===== config.mk =====
export PLATFORM = sky130hd
export DESIGN_NAME = card_count_engine
export DESIGN_NICKNAME = d
export VERILOG_FILES = /design/src/rtl/card_count_pkg.sv /design/src/rtl/card_count_engine_argmax_stream.sv /design/src/rtl/card_count_engine.sv
export SDC_FILE = /design/constraint.sdc
export NUM_CORES = 1
export LEC_CHECK = 0
export CAP_MARGIN = 15
export CORE_MARGIN = 2
export CORE_UTILIZATION = 25
export CTS_CLUSTER_SIZE = 12
export DETAILED_ROUTE_END_ITERATION = 8
export GPL_TIMING_DRIVEN = 0
export PLACE_DENSITY = 0.51
export SLEW_MARGIN = 5
export SYNTH_ARGS = -nofsm -noshare
export SYNTH_HDL_FRONTEND = slang
export SYNTH_SLANG_ARGS = --single-unit

===== constraint.sdc =====
create_clock -name clk -period 5.85 [get_ports clk]
set_input_delay 1.4625 -clock clk [delete_from_list [all_inputs] [get_ports clk]]
set_output_delay 1.4625 -clock clk [all_outputs]
set_load 0.01 [all_outputs]

===== src/rtl/card_count_pkg.sv =====
// +----------------------------------------------------------------------+
// | card_count_pkg                                                       |
// | Shared types, constants, register map and Hi-Lo mapping.             |
// | Rev 1.0                                                              |
// +----------------------------------------------------------------------+
`default_nettype none

package card_count_pkg;

   localparam int NUM_CLASSES   = 53;
   localparam int NO_CARD_CLASS = 52;
   localparam int RANKS         = 13;

   localparam logic [2:0] ADDR_LAST_CLASS = 3'd0;
   localparam logic [2:0] ADDR_LAST_SCORE = 3'd1;
   localparam logic [2:0] ADDR_COUNT      = 3'd2;
   localparam logic [2:0] ADDR_CARDS      = 3'd3;
   localparam logic [2:0] ADDR_STATUS     = 3'd4;
   localparam logic [2:0] ADDR_CTRL       = 3'd5;

   typedef logic signed [7:0] logit_t;
   typedef logic [5:0]        class_t;

   // Classes are suit*13+rank_idx, so the rank is the class modulo 13.
   function automatic logic signed [1:0] hilo_value(input class_t cls);
      class_t rank;
      rank = cls % class_t'(RANKS);
      if (rank >= 6'd1 && rank <= 6'd5)
         return 2'sb01;
      else if (rank >= 6'd6 && rank <= 6'd8)
         return 2'sb00;
      else
         return 2'sb11;
   endfunction

endpackage

`default_nettype wire


===== src/rtl/card_count_engine_argmax_stream.sv =====
// +----------------------------------------------------------------------+
// | argmax_stream                                                        |
// | Streaming argmax over one frame of logits with frame-length check.   |
// | Rev 1.0                                                              |
// +----------------------------------------------------------------------+
`default_nettype none

module argmax_stream #(
   parameter int NUM_CLASSES = card_count_pkg::NUM_CLASSES
) (
   input  logic                  clk,
   input  logic                  reset,
   input  logic                  s_valid,
   output logic                  s_ready,
   input  logic signed [7:0]     s_data,
   input  logic                  s_last,
   output logic                  done,
   output logic                  frame_err,
   output card_count_pkg::class_t best_idx,
   output card_count_pkg::logit_t best_score
);
   import card_count_pkg::*;

   typedef enum logic [0:0] {
      ST_ACCUM  = 1'b0,
      ST_COMMIT = 1'b1
   } state_t;

   state_t r_state;
   state_t w_state_next;
   class_t r_idx;
   class_t r_best_idx;
   logit_t r_best_score;
   logic   r_err;
   logic   w_accept;
   logic   w_at_end;

   assign w_accept = s_valid && (r_state == ST_ACCUM);
   assign w_at_end = (r_idx == class_t'(NUM_CLASSES - 1));

   always_comb begin
      w_state_next = r_state;
      s_ready      = 1'b0;
      done         = 1'b0;
      case (r_state)
         ST_ACCUM: begin
            s_ready = 1'b1;
            if (w_accept && (s_last || w_at_end))
               w_state_next = ST_COMMIT;
         end
         ST_COMMIT: begin
            done         = 1'b1;
            w_state_next = ST_ACCUM;
         end
         default: w_state_next = ST_ACCUM;
      endcase
   end

   always_ff @(posedge clk) begin
      if (reset) begin
         r_state      <= ST_ACCUM;
         r_idx        <= '0;
         r_best_idx   <= '0;
         r_best_score <= 8'sh80;
         r_err        <= 1'b0;
      end else begin
         r_state <= w_state_next;
         if (r_state == ST_COMMIT) begin
            r_idx        <= '0;
            r_best_idx   <= '0;
            r_best_score <= 8'sh80;
         end else if (w_accept) begin
            r_idx <= r_idx + 6'd1;
            // Strict compare keeps the lowest index on ties.
            if (s_data > r_best_score) begin
               r_best_score <= s_data;
               r_best_idx   <= r_idx;
            end
            r_err <= !(s_last && w_at_end);
         end
      end
   end

   assign frame_err  = r_err;
   assign best_idx   = r_best_idx;
   assign best_score = r_best_score;

endmodule

`default_nettype wire


===== src/rtl/card_count_engine.sv =====
// +----------------------------------------------------------------------+
// | card_count_engine                                                    |
// | Debounced card detection, Hi-Lo running count, Avalon-MM registers.  |
// | Optional irq output when CARD_COUNT_IRQ_EN is defined.               |
// | Rev 1.0                                                              |
// +----------------------------------------------------------------------+
`default_nettype none

module card_count_engine #(
   parameter int                     NUM_CLASSES   = card_count_pkg::NUM_CLASSES,
   parameter int                     STABLE_FRAMES = 3,
   parameter card_count_pkg::logit_t MIN_SCORE     = 8'sd16
) (
   input  logic              clk,
   input  logic              reset,
   input  logic              s_valid,
   output logic              s_ready,
   input  logic signed [7:0] s_data,
   input  logic              s_last,
   input  logic              chipselect,
   input  logic              read,
   input  logic              write,
   input  logic [2:0]        address,
   input  logic [7:0]        writedata,
   output logic [7:0]        readdata
`ifdef CARD_COUNT_IRQ_EN
   ,
   output logic              irq
`endif
);
   import card_count_pkg::*;

   localparam logit_t c_count_max = 8'sh7F;
   localparam logit_t c_count_min = 8'sh80;

   logic                w_done;
   logic                w_frame_err;
   class_t              w_best_idx;
   logit_t              w_best_score;
   class_t              w_result;
   logic                w_commit;
   logic                w_same;
   logic [3:0]          w_stab_next;
   logic                w_armed_eff;
   logic                w_count_evt;
   logic signed [1:0]   w_hilo;
   logic                w_wr_ctrl;
   logic                w_clr_all;
   logic                w_clr_err;
   logic                w_rd;
   logic                w_rd_status;
   logic                w_unused_wdata;

   class_t              r_last_class;
   logit_t              r_last_score;
   logit_t              r_count;
   logic [7:0]          r_cards;
   class_t              r_prev;
   logic [3:0]          r_stab;
   logic                r_armed;
   logic                r_err;
   logic                r_new;

   argmax_stream #(
      .NUM_CLASSES (NUM_CLASSES)
   ) u_argmax (
      .clk        (clk),
      .reset      (reset),
      .s_valid    (s_valid),
      .s_ready    (s_ready),
      .s_data     (s_data),
      .s_last     (s_last),
      .done       (w_done),
      .frame_err  (w_frame_err),
      .best_idx   (w_best_idx),
      .best_score (w_best_score)
   );

   assign w_result    = (w_best_score < MIN_SCORE) ? class_t'(NO_CARD_CLASS) : w_best_idx;
   assign w_commit    = w_done && !w_frame_err;
   assign w_same      = (w_result == r_prev);
   assign w_stab_next = w_same ? ((r_stab == 4'hF) ? r_stab : r_stab + 4'd1) : 4'd1;
   assign w_armed_eff = !w_same || r_armed;
   assign w_count_evt = w_commit && w_armed_eff && (w_stab_next == 4'(STABLE_FRAMES))
                        && (w_result != class_t'(NO_CARD_CLASS));
   assign w_hilo      = hilo_value(w_result);

   assign w_wr_ctrl      = chipselect && write && (address == ADDR_CTRL);
   assign w_clr_all      = w_wr_ctrl && writedata[0];
   assign w_clr_err      = w_wr_ctrl && writedata[1];
   assign w_rd           = chipselect && read;
   assign w_rd_status    = w_rd && (address == ADDR_STATUS);
   assign w_unused_wdata = &{1'b0, writedata[7:2]};

   always_ff @(posedge clk) begin
      if (reset) begin
         r_last_class <= '0;
         r_last_score <= '0;
         r_count      <= '0;
         r_cards      <= '0;
         r_prev       <= '0;
         r_stab       <= '0;
         r_armed      <= 1'b0;
         r_err        <= 1'b0;
         r_new        <= 1'b0;
      end else begin
         if (w_commit) begin
            r_last_class <= w_result;
            r_last_score <= w_best_score;
         end
         // Setting NEW takes priority over the clear-on-read.
         if (w_commit)
            r_new <= 1'b1;
         else if (w_rd_status)
            r_new <= 1'b0;

         if (w_clr_all) begin
            r_count <= '0;
            r_cards <= '0;
            r_prev  <= '0;
            r_stab  <= '0;
            r_armed <= 1'b1;
            r_err   <= 1'b0;
         end else begin
            if (w_commit) begin
               r_prev  <= w_result;
               r_stab  <= w_stab_next;
               r_armed <= w_count_evt ? 1'b0 : w_armed_eff;
            end
            if (w_count_evt) begin
               if (w_hilo == 2'sb01 && r_count != c_count_max)
                  r_count <= r_count + 8'sd1;
               else if (w_hilo == 2'sb11 && r_count != c_count_min)
                  r_count <= r_count - 8'sd1;
               if (r_cards != 8'hFF)
                  r_cards <= r_cards + 8'd1;
            end
            if (w_done && w_frame_err)
               r_err <= 1'b1;
            else if (w_clr_err)
               r_err <= 1'b0;
         end
      end
   end

   always_ff @(posedge clk) begin
      if (reset) begin
         readdata <= 8'h00;
      end else if (w_rd) begin
         case (address)
            ADDR_LAST_CLASS: readdata <= {2'b00, r_last_class};
            ADDR_LAST_SCORE: readdata <= r_last_score;
            ADDR_COUNT:      readdata <= r_count;
            ADDR_CARDS:      readdata <= r_cards;
            ADDR_STATUS:     readdata <= {5'b00000, r_armed, r_err, r_new};
            default:         readdata <= 8'h00;
         endcase
      end
   end

`ifdef CARD_COUNT_IRQ_EN
   always_ff @(posedge clk) begin
      if (reset)
         irq <= 1'b0;
      else if (w_count_evt && !w_clr_all)
         irq <= 1'b1;
      else if (w_rd_status)
         irq <= 1'b0;
   end
`endif

endmodule

`default_nettype wire


==> Word-level counts from Yosys, hierarchy flattened <==
Index checks and enable logic that the tools add are counted.
{ "totals": {"register_bits": 73, "elab_cells": 96, "inputBits": 26, "output_inout_bits": 9} }
{ "op_classes": {"n_mux": 19, "bitwise_logic": 1, "div_mod_pow": 1, "eq_ne": 15, "n_lt_le_gt_ge": 6, "n_reduce_logical": 34, "addsub": 5} }
{ "ops": {"columns": ["operator", "count"], "rows": [
  ["$pmux W8 S5", 1],
  ["$ne A8 B8 Y1 const B", 3],
  ["$logic_and A1 B1 Y1", 18],
  ["$mux W8", 2],
  ["$mux W1", 10],
  ["$add A8 B1 Y8 const B", 1],
  ["$add A8 B2 Y8 const B", 1],
  ["$gt A8 B8 Y1", 1],
  ["$lt A8 B6 Y1 const B", 1],
  ["$mux W4", 2],
  ["$reduce_and A2 Y1", 4],
  ["$reduce_bool A2 Y1", 4],
  ["$sub A8 B2 Y8 const B", 1],
  ["$add A6 B1 Y6 const B", 1],
  ["$eq A3 B2 Y1 const B", 2],
  ["$eq A3 B3 Y1 const B", 2],
  ["$eq A6 B6 Y1", 1],
  ["$eq A6 B6 Y1 const B", 1],
  ["$ge A6 B1 Y1 const B", 1],
  ["$ge A6 B3 Y1 const B", 1],
  ["$le A6 B3 Y1 const B", 1],
  ["$le A6 B4 Y1 const B", 1],
  ["$mod A6 B4 Y6 const B", 1],
  ["$mux W6", 1],
  ["other kinds (14)", 19]
]} }

==> Logic depth before layout (Yosys ltp) <==
{ "depth": {"depth_word": 11, "mapped_depth": 26, "mapped_depth_nobuf": 26} }

==> By module <==
From an unflattened synthesis, not the netlist that was laid out.
{ "hier_totals": {"cells_unflattened": 546, "hier_area_um2": 4600.7} }
{ "by_module_without_submodules": {"columns": ["mod", "seq_area_each_um2", "area_each_um2", "cells_per_inst", "instances"], "rows": [
  ["card_count_engine", 1021.0, 3485.8, 412, 1],
  ["argmax_stream", 440.4, 1114.8, 134, 1]
]} }

==> Least setup slack after synthesis <==
Ideal clock, no wire load.
{ "synth_path": {"path_type": "register -> register", "startpoint": "register u_argmax.r_best_score[4], in the netlist u_argmax.best_score[4]", "endpoint": "register r_count[7]", "t_required_ns": 5.783, "setup_ns": 0.067, "synth_period_minus_slack_ns": 5.182, "stages_incl_launch_ff": 23, "arrival_ns": 5.114, "path_buffers": 0, "setup_slack_ns": 0.668, "cell_sequence": "dfxtp_1 -> or3_4 -> nand3_1 -> ha_1 -> nor2b_1 -> o2111a_1 -> o221a_2 -> inv_1 -> ha_1 -> or3_1 -> a211o_1 -> o2111a_1 -> a211o_1 -> or2_2 -> ha_1 -> a21o_1 -> a21oi_1 -> o21bai_1 -> a21oi_1 -> o21ai_0 -> nand4b_1 -> a21o_1 -> a21oi_2"} }
{ "synth_via": {"elab_chain_cells": 11, "elab_cells_between_ends": 27, "cone_classes": "1 x div; 5 x order compare; 5 x eq/ne; 5 x mux; 11 x reduce/logical"} }
{ "synth_lines": {"columns": ["element", "line_no", "text"], "rows": [
  ["start: declaration", "card_count_engine_argmax_stream.sv:33", "logit_t r_best_score;"],
  ["start signal: assignment", "card_count_engine_argmax_stream.sv:76", "r_best_score <= s_data;"],
  ["$lt A8 B6 Y1 *", "card_count_engine.sv:79", "assign w_result = (w_best_score < MIN_SCORE) ? class_t'(NO_CARD_CLASS) : w_best_idx;"],
  ["$mux W6 *", "card_count_engine.sv:79", null],
  ["$mod A6 B4 Y6", "card_count_pkg.sv:27", "rank = cls % class_t'(RANKS);"],
  ["$ge A6 B3 Y1 / $le A6 B4 Y1 (equally long branches)", "card_count_pkg.sv:30", "else if (rank >= 6'd6 && rank <= 6'd8)"],
  ["$logic_and A1 B1 Y1", "card_count_pkg.sv:30", null],
  ["$mux W2", "card_count_pkg.sv:30", null],
  ["$mux W2", "card_count_pkg.sv:28", "if (rank >= 6'd1 && rank <= 6'd5)"],
  ["$eq A2 B2 Y1 / $eq A2 B1 Y1 (equally long branches)", "card_count_engine.sv:131, card_count_engine.sv:133", null],
  ["$logic_and A1 B1 Y1 (on tied branches)", "card_count_engine.sv:131, card_count_engine.sv:133", null],
  ["$reduce_bool A2 Y1 (no line)", null, null],
  ["$reduce_and A2 Y1 (no line)", null, null],
  ["end signal: assignment", "card_count_engine.sv:132", "r_count <= r_count + 8'sd1;"],
  ["end signal: assignment", "card_count_engine.sv:134", "r_count <= r_count - 8'sd1;"],
  ["end: declaration", "card_count_engine.sv:56", "logit_t r_count;"]
]} }
Mark *: on every way between the ends. The rest lies on a longest branch, timed or not.
A chain may end at the register's enable or synchronous reset.

==> Final worst setup path <==
{ "layout_path": {"startpoint": "register u_argmax.r_best_score[4], in the netlist u_argmax.best_score[4]", "endpoint": "register r_count[7]"} }
{ "layout_via": {"elab_chain_cells": 11, "elab_cells_between_ends": 27, "cone_classes": "1 x div; 5 x order compare; 5 x eq/ne; 5 x mux; 11 x reduce/logical"} }
{ "layout_lines": {"columns": ["element", "line_no", "text"], "rows": [
  ["$lt A8 B6 Y1 *", "card_count_engine.sv:79", null],
  ["$mux W6 *", "card_count_engine.sv:79", null],
  ["named net w_result[2]", "card_count_engine.sv:40", "class_t w_result;"],
  ["$mod A6 B4 Y6", "card_count_pkg.sv:27", null],
  ["$ge A6 B3 Y1 / $le A6 B4 Y1 (equally long branches)", "card_count_pkg.sv:30", null],
  ["$logic_and A1 B1 Y1", "card_count_pkg.sv:30", null],
  ["$mux W2", "card_count_pkg.sv:30", null],
  ["$mux W2", "card_count_pkg.sv:28", null],
  ["$eq A2 B2 Y1 / $eq A2 B1 Y1 (equally long branches)", "card_count_engine.sv:131, card_count_engine.sv:133", null],
  ["$logic_and A1 B1 Y1 (on tied branches)", "card_count_engine.sv:131, card_count_engine.sv:133", null],
  ["$reduce_bool A2 Y1 (no line)", null, null],
  ["$reduce_and A2 Y1 (no line)", null, null]
]} }
Mark *: on every way through the listed nets, which the timed path passes. The rest lies on a longest branch.

==> results.toml <==
[finish]
fin_nets = 598
antennaDiodeCount = 0
syn_to_final_growth_pct = 21.35
drive_above_1_share_pct = 9.550

[status]
status = "finished, final reports clean"

[power]
pwr-share-clk_pct = 49.0
comb_power_share_pct = 11.7
p_seq_share_pct = 39.3
p_sw_uw = 319.0
swShare_pct = 24.11
power.total_mw = 1.323
vdd_drop_max_mv = 0.1660
powerDensity_nw_per_um2 = 251.7
p_int_mw = 1.004
power.static_leakage_nw = 1.927

[place]
place_congestion = 0.8683
io_buffer_count = 27
dp_hpwl_mm = 8.733

[sta]
setup_viol = 0
max_freq_mhz = 180.2
skew_ns = 0.009735
rsz0062_at_grt = "false"
tns_ns = 0
drv_slew = 0
period_needed_ns = 5.551
fin_hold_ws_ns = 0.4639
relSlewSlack_pct = 54.61
timing_hold_violations_final = 0
post-route-period-util_pct = 94.88
tightestPinTransition_ns = 0.6809

[global_routing]
grt_util_all_layers_pct = 12.68
grt_pass1_vias = 3722
grt_overflow = 0
grt_max_degree = 14
antenna_found_initial = 0
grt_pass1_wl_mm = 18.74

[route]
routedWlPerCell_um = 14.57
vias_per_cell = 4.964
met1_length_mm = 5.391
drc = 0
dr_wl_met3_um = 422
dr.pass1.iters = 5
drt_iter0_drc = 179
wl_mm = 11.36
topRoutingLayerUsed = "met4"
ant_nets = 0
vias = 3872
wl_met2_mm = 5.363

[setup_path]
start_kind = "flop"
crit_type = "reg -> reg"
endpoint_kind = "flop"
worstPathRequired_ns = 6.11
critPathArrivalTime_ns = 5.81
worst-path-max-fanout = 7

[synthesis]
yosys_warnings = 0
ys_seq_area_share_pct = 33.74
synth.top_cell.area_share_pct = 33.74
syn_inst = 512
synth_cell_types = 72
synthFlopType = "dfxtp_1"
synth.net_count = 560
synth_top_cell_by_area = "dfxtp_1"
async_flop_share_pct = 0
syn_area_per_cell_um2 = 8.460
ys_top_cells_by_area = "dfxtp_1, nor2_1, mux2i_1"
synth_edf_count = 0
ys_seq_elements = 73
syn_area_um2 = 4332
synthTopCellsByCount = "dfxtp_1, nor2_1, nand2_1"

[clock_network]
clk_path_buf_depth = 2
clk_pin_slew_ns = 0.06
cts_setup_buffers = 0
clkLatencyLatePin_ns = 0.33
htree_levels = 3
hold_buffers = 0
cts_tree = "yes"
root_buffer = "clkbuf_16"
cts_sinks = 73
numCtsBuffers = 9

[die]
die_h_um = 135.6
die_w_um = 135.6
pin_count = 35
initial_utilization_pct = 25.31
num_rows = 48
dieArea_um2 = 18400
core-area_um2 = 17120

[min_path]
worstHoldPathType = "reg -> reg"

[job]
maxCapViolCount = 0
## sequential cells by signal, summed over array words and instances, names as in the netlist
signal	cells
r_count	8
r_armed	1
u_argmax.frame_err	1
r_stab	4
r_err	1
u_argmax.best_score	8
r_last_score	8
u_argmax.r_idx	6
r_prev	6
u_argmax.r_state	1
r_last_class	6
u_argmax.best_idx	6
r_new	1
readdata	8
r_cards	8
## worst max-delay path, cell delays in order (launching register included)
cell and delay, ns:
dfxtp_1 0.35, or3_4 0.45, nand2_4 0.14, nor2_4 0.04, inv_2 0.12, ha_1 0.23, nor2b_2 0.21, o2111a_2 0.26
o221a_2 0.26, inv_1 0.12, ha_1 0.21, or3_1 0.37, a211o_1 0.33, o2111a_1 0.18, a211o_1 0.31, or2_4 0.32
ha_1 0.29, a21o_1 0.13, a21oi_2 0.07, o21bai_1 0.17, a21oi_2 0.09, o21ai_1 0.16, or3b_1 0.38, a21o_1 0.18
a21oi_2 0.11
## cell families (layout without fill, tap and decap cells)
logic type                 Yosys count  in the layout  synth area share [%]
adders and majority gates           22             22                 6.528
muxes                               35             35                 9.359
xor gates and xnor gates            21             21                 4.246
AOI/OAI and AO/OA                  119            119                 19.96
buffers and inverters               39             82                 3.495
and+or+nand+nor                    203            203                 22.67
DFF                                 73             73                 33.74
## layout make-up
type                       instances  area (µm²)
inverter                          17       63.81
clock inverter                     6       115.1
fill                            1772       11860
sequential                        73        1461
buffer                            22       87.58
clock buffer                      10       239.0
timing repair buffer              27       270.3
multi-input combinational        400        2738
tap                              225       281.5
## power by group through the flow
| stage | logic (mW) | clock network [mW] | registers, mW |
|---|---|---|---|
| 2_1_floorplan | 0.107 | 0 | 0.528 |
| 3_3_place_gp | 0.149 | 0 | 0.531 |
| 3_5_place_dp | 0.152 | 0 | 0.531 |
| 4_1_cts | 0.153 | 0.664 | 0.520 |
| 5_1_grt | 0.173 | 0.681 | 0.522 |
| 6_report | 0.155 | 0.648 | 0.520 |
## per-layer routing
layer  GRT usage [%]  vias up
met5               0        -
met4           4.051        0
met3           1.721       14
met2           21.49      102
met1           16.65     1823
li1                -     1933
## cells in the final DEF, fill, tap and decap left out, types with 5 or more instances in the layout
cell and n:
a21oi_1 28, clkbuf_16 9, nor3_1 15, and3_1 5, o21ai_1 5, o21a_1 9, nand4_1 9, clkbuf_1 19
o211ai_1 5, ha_1 21, dfxtp_1 73, nor2_1 73, inv_1 16, xor2_1 14, mux2i_1 27, clkdlybuf4s50_1 27
a22oi_1 8, o21ai_0 16, nand3_1 10, xnor2_1 7, nor2b_1 6, a211oi_1 5, nand2_1 49
## stage by stage
stage / cells / util, % / area, µm² / setup WS, ns
finish: 780 / 30.71 / 5256 / 0.2994
global route: 780 / 30.71 / 5256 / 0.02945
detailed placement: 764 / 28.53 / 4883 / 0.05228
CTS: 780 / 30.60 / 5238 / 0.008633
global placement: 764 / 28.53 / 4883 / 0.08373
floorplan: 512 / - / 4332 / 0.6683
## path summary, 6_finish.rpt
kind | start | to | depth (start not counted) | slack [ns]
hold reg to reg | r_last_class[0]$_SDFFE_PP0P_ | r_last_class[0]$_SDFFE_PP0P_ | 2 | 0.46
hold / removal | r_last_class[0]$_SDFFE_PP0P_ | r_last_class[0]$_SDFFE_PP0P_ | 2 | 0.46
setup / recovery | u_argmax.best_score[4]$_SDFFE_PP0P_ | r_count[7]$_SDFFE_PP0P_ | 24 | 0.30
setup reg to reg | u_argmax.best_score[4]$_SDFFE_PP0P_ | r_count[7]$_SDFFE_PP0P_ | 24 | 0.30
## timing repair
action | CTS | global route
setup endpoints to repair | 0 | 1
resized for setup | 0 | 8
hold endpoints to repair | 0 | 0
(Power assumes the default switching activity.)
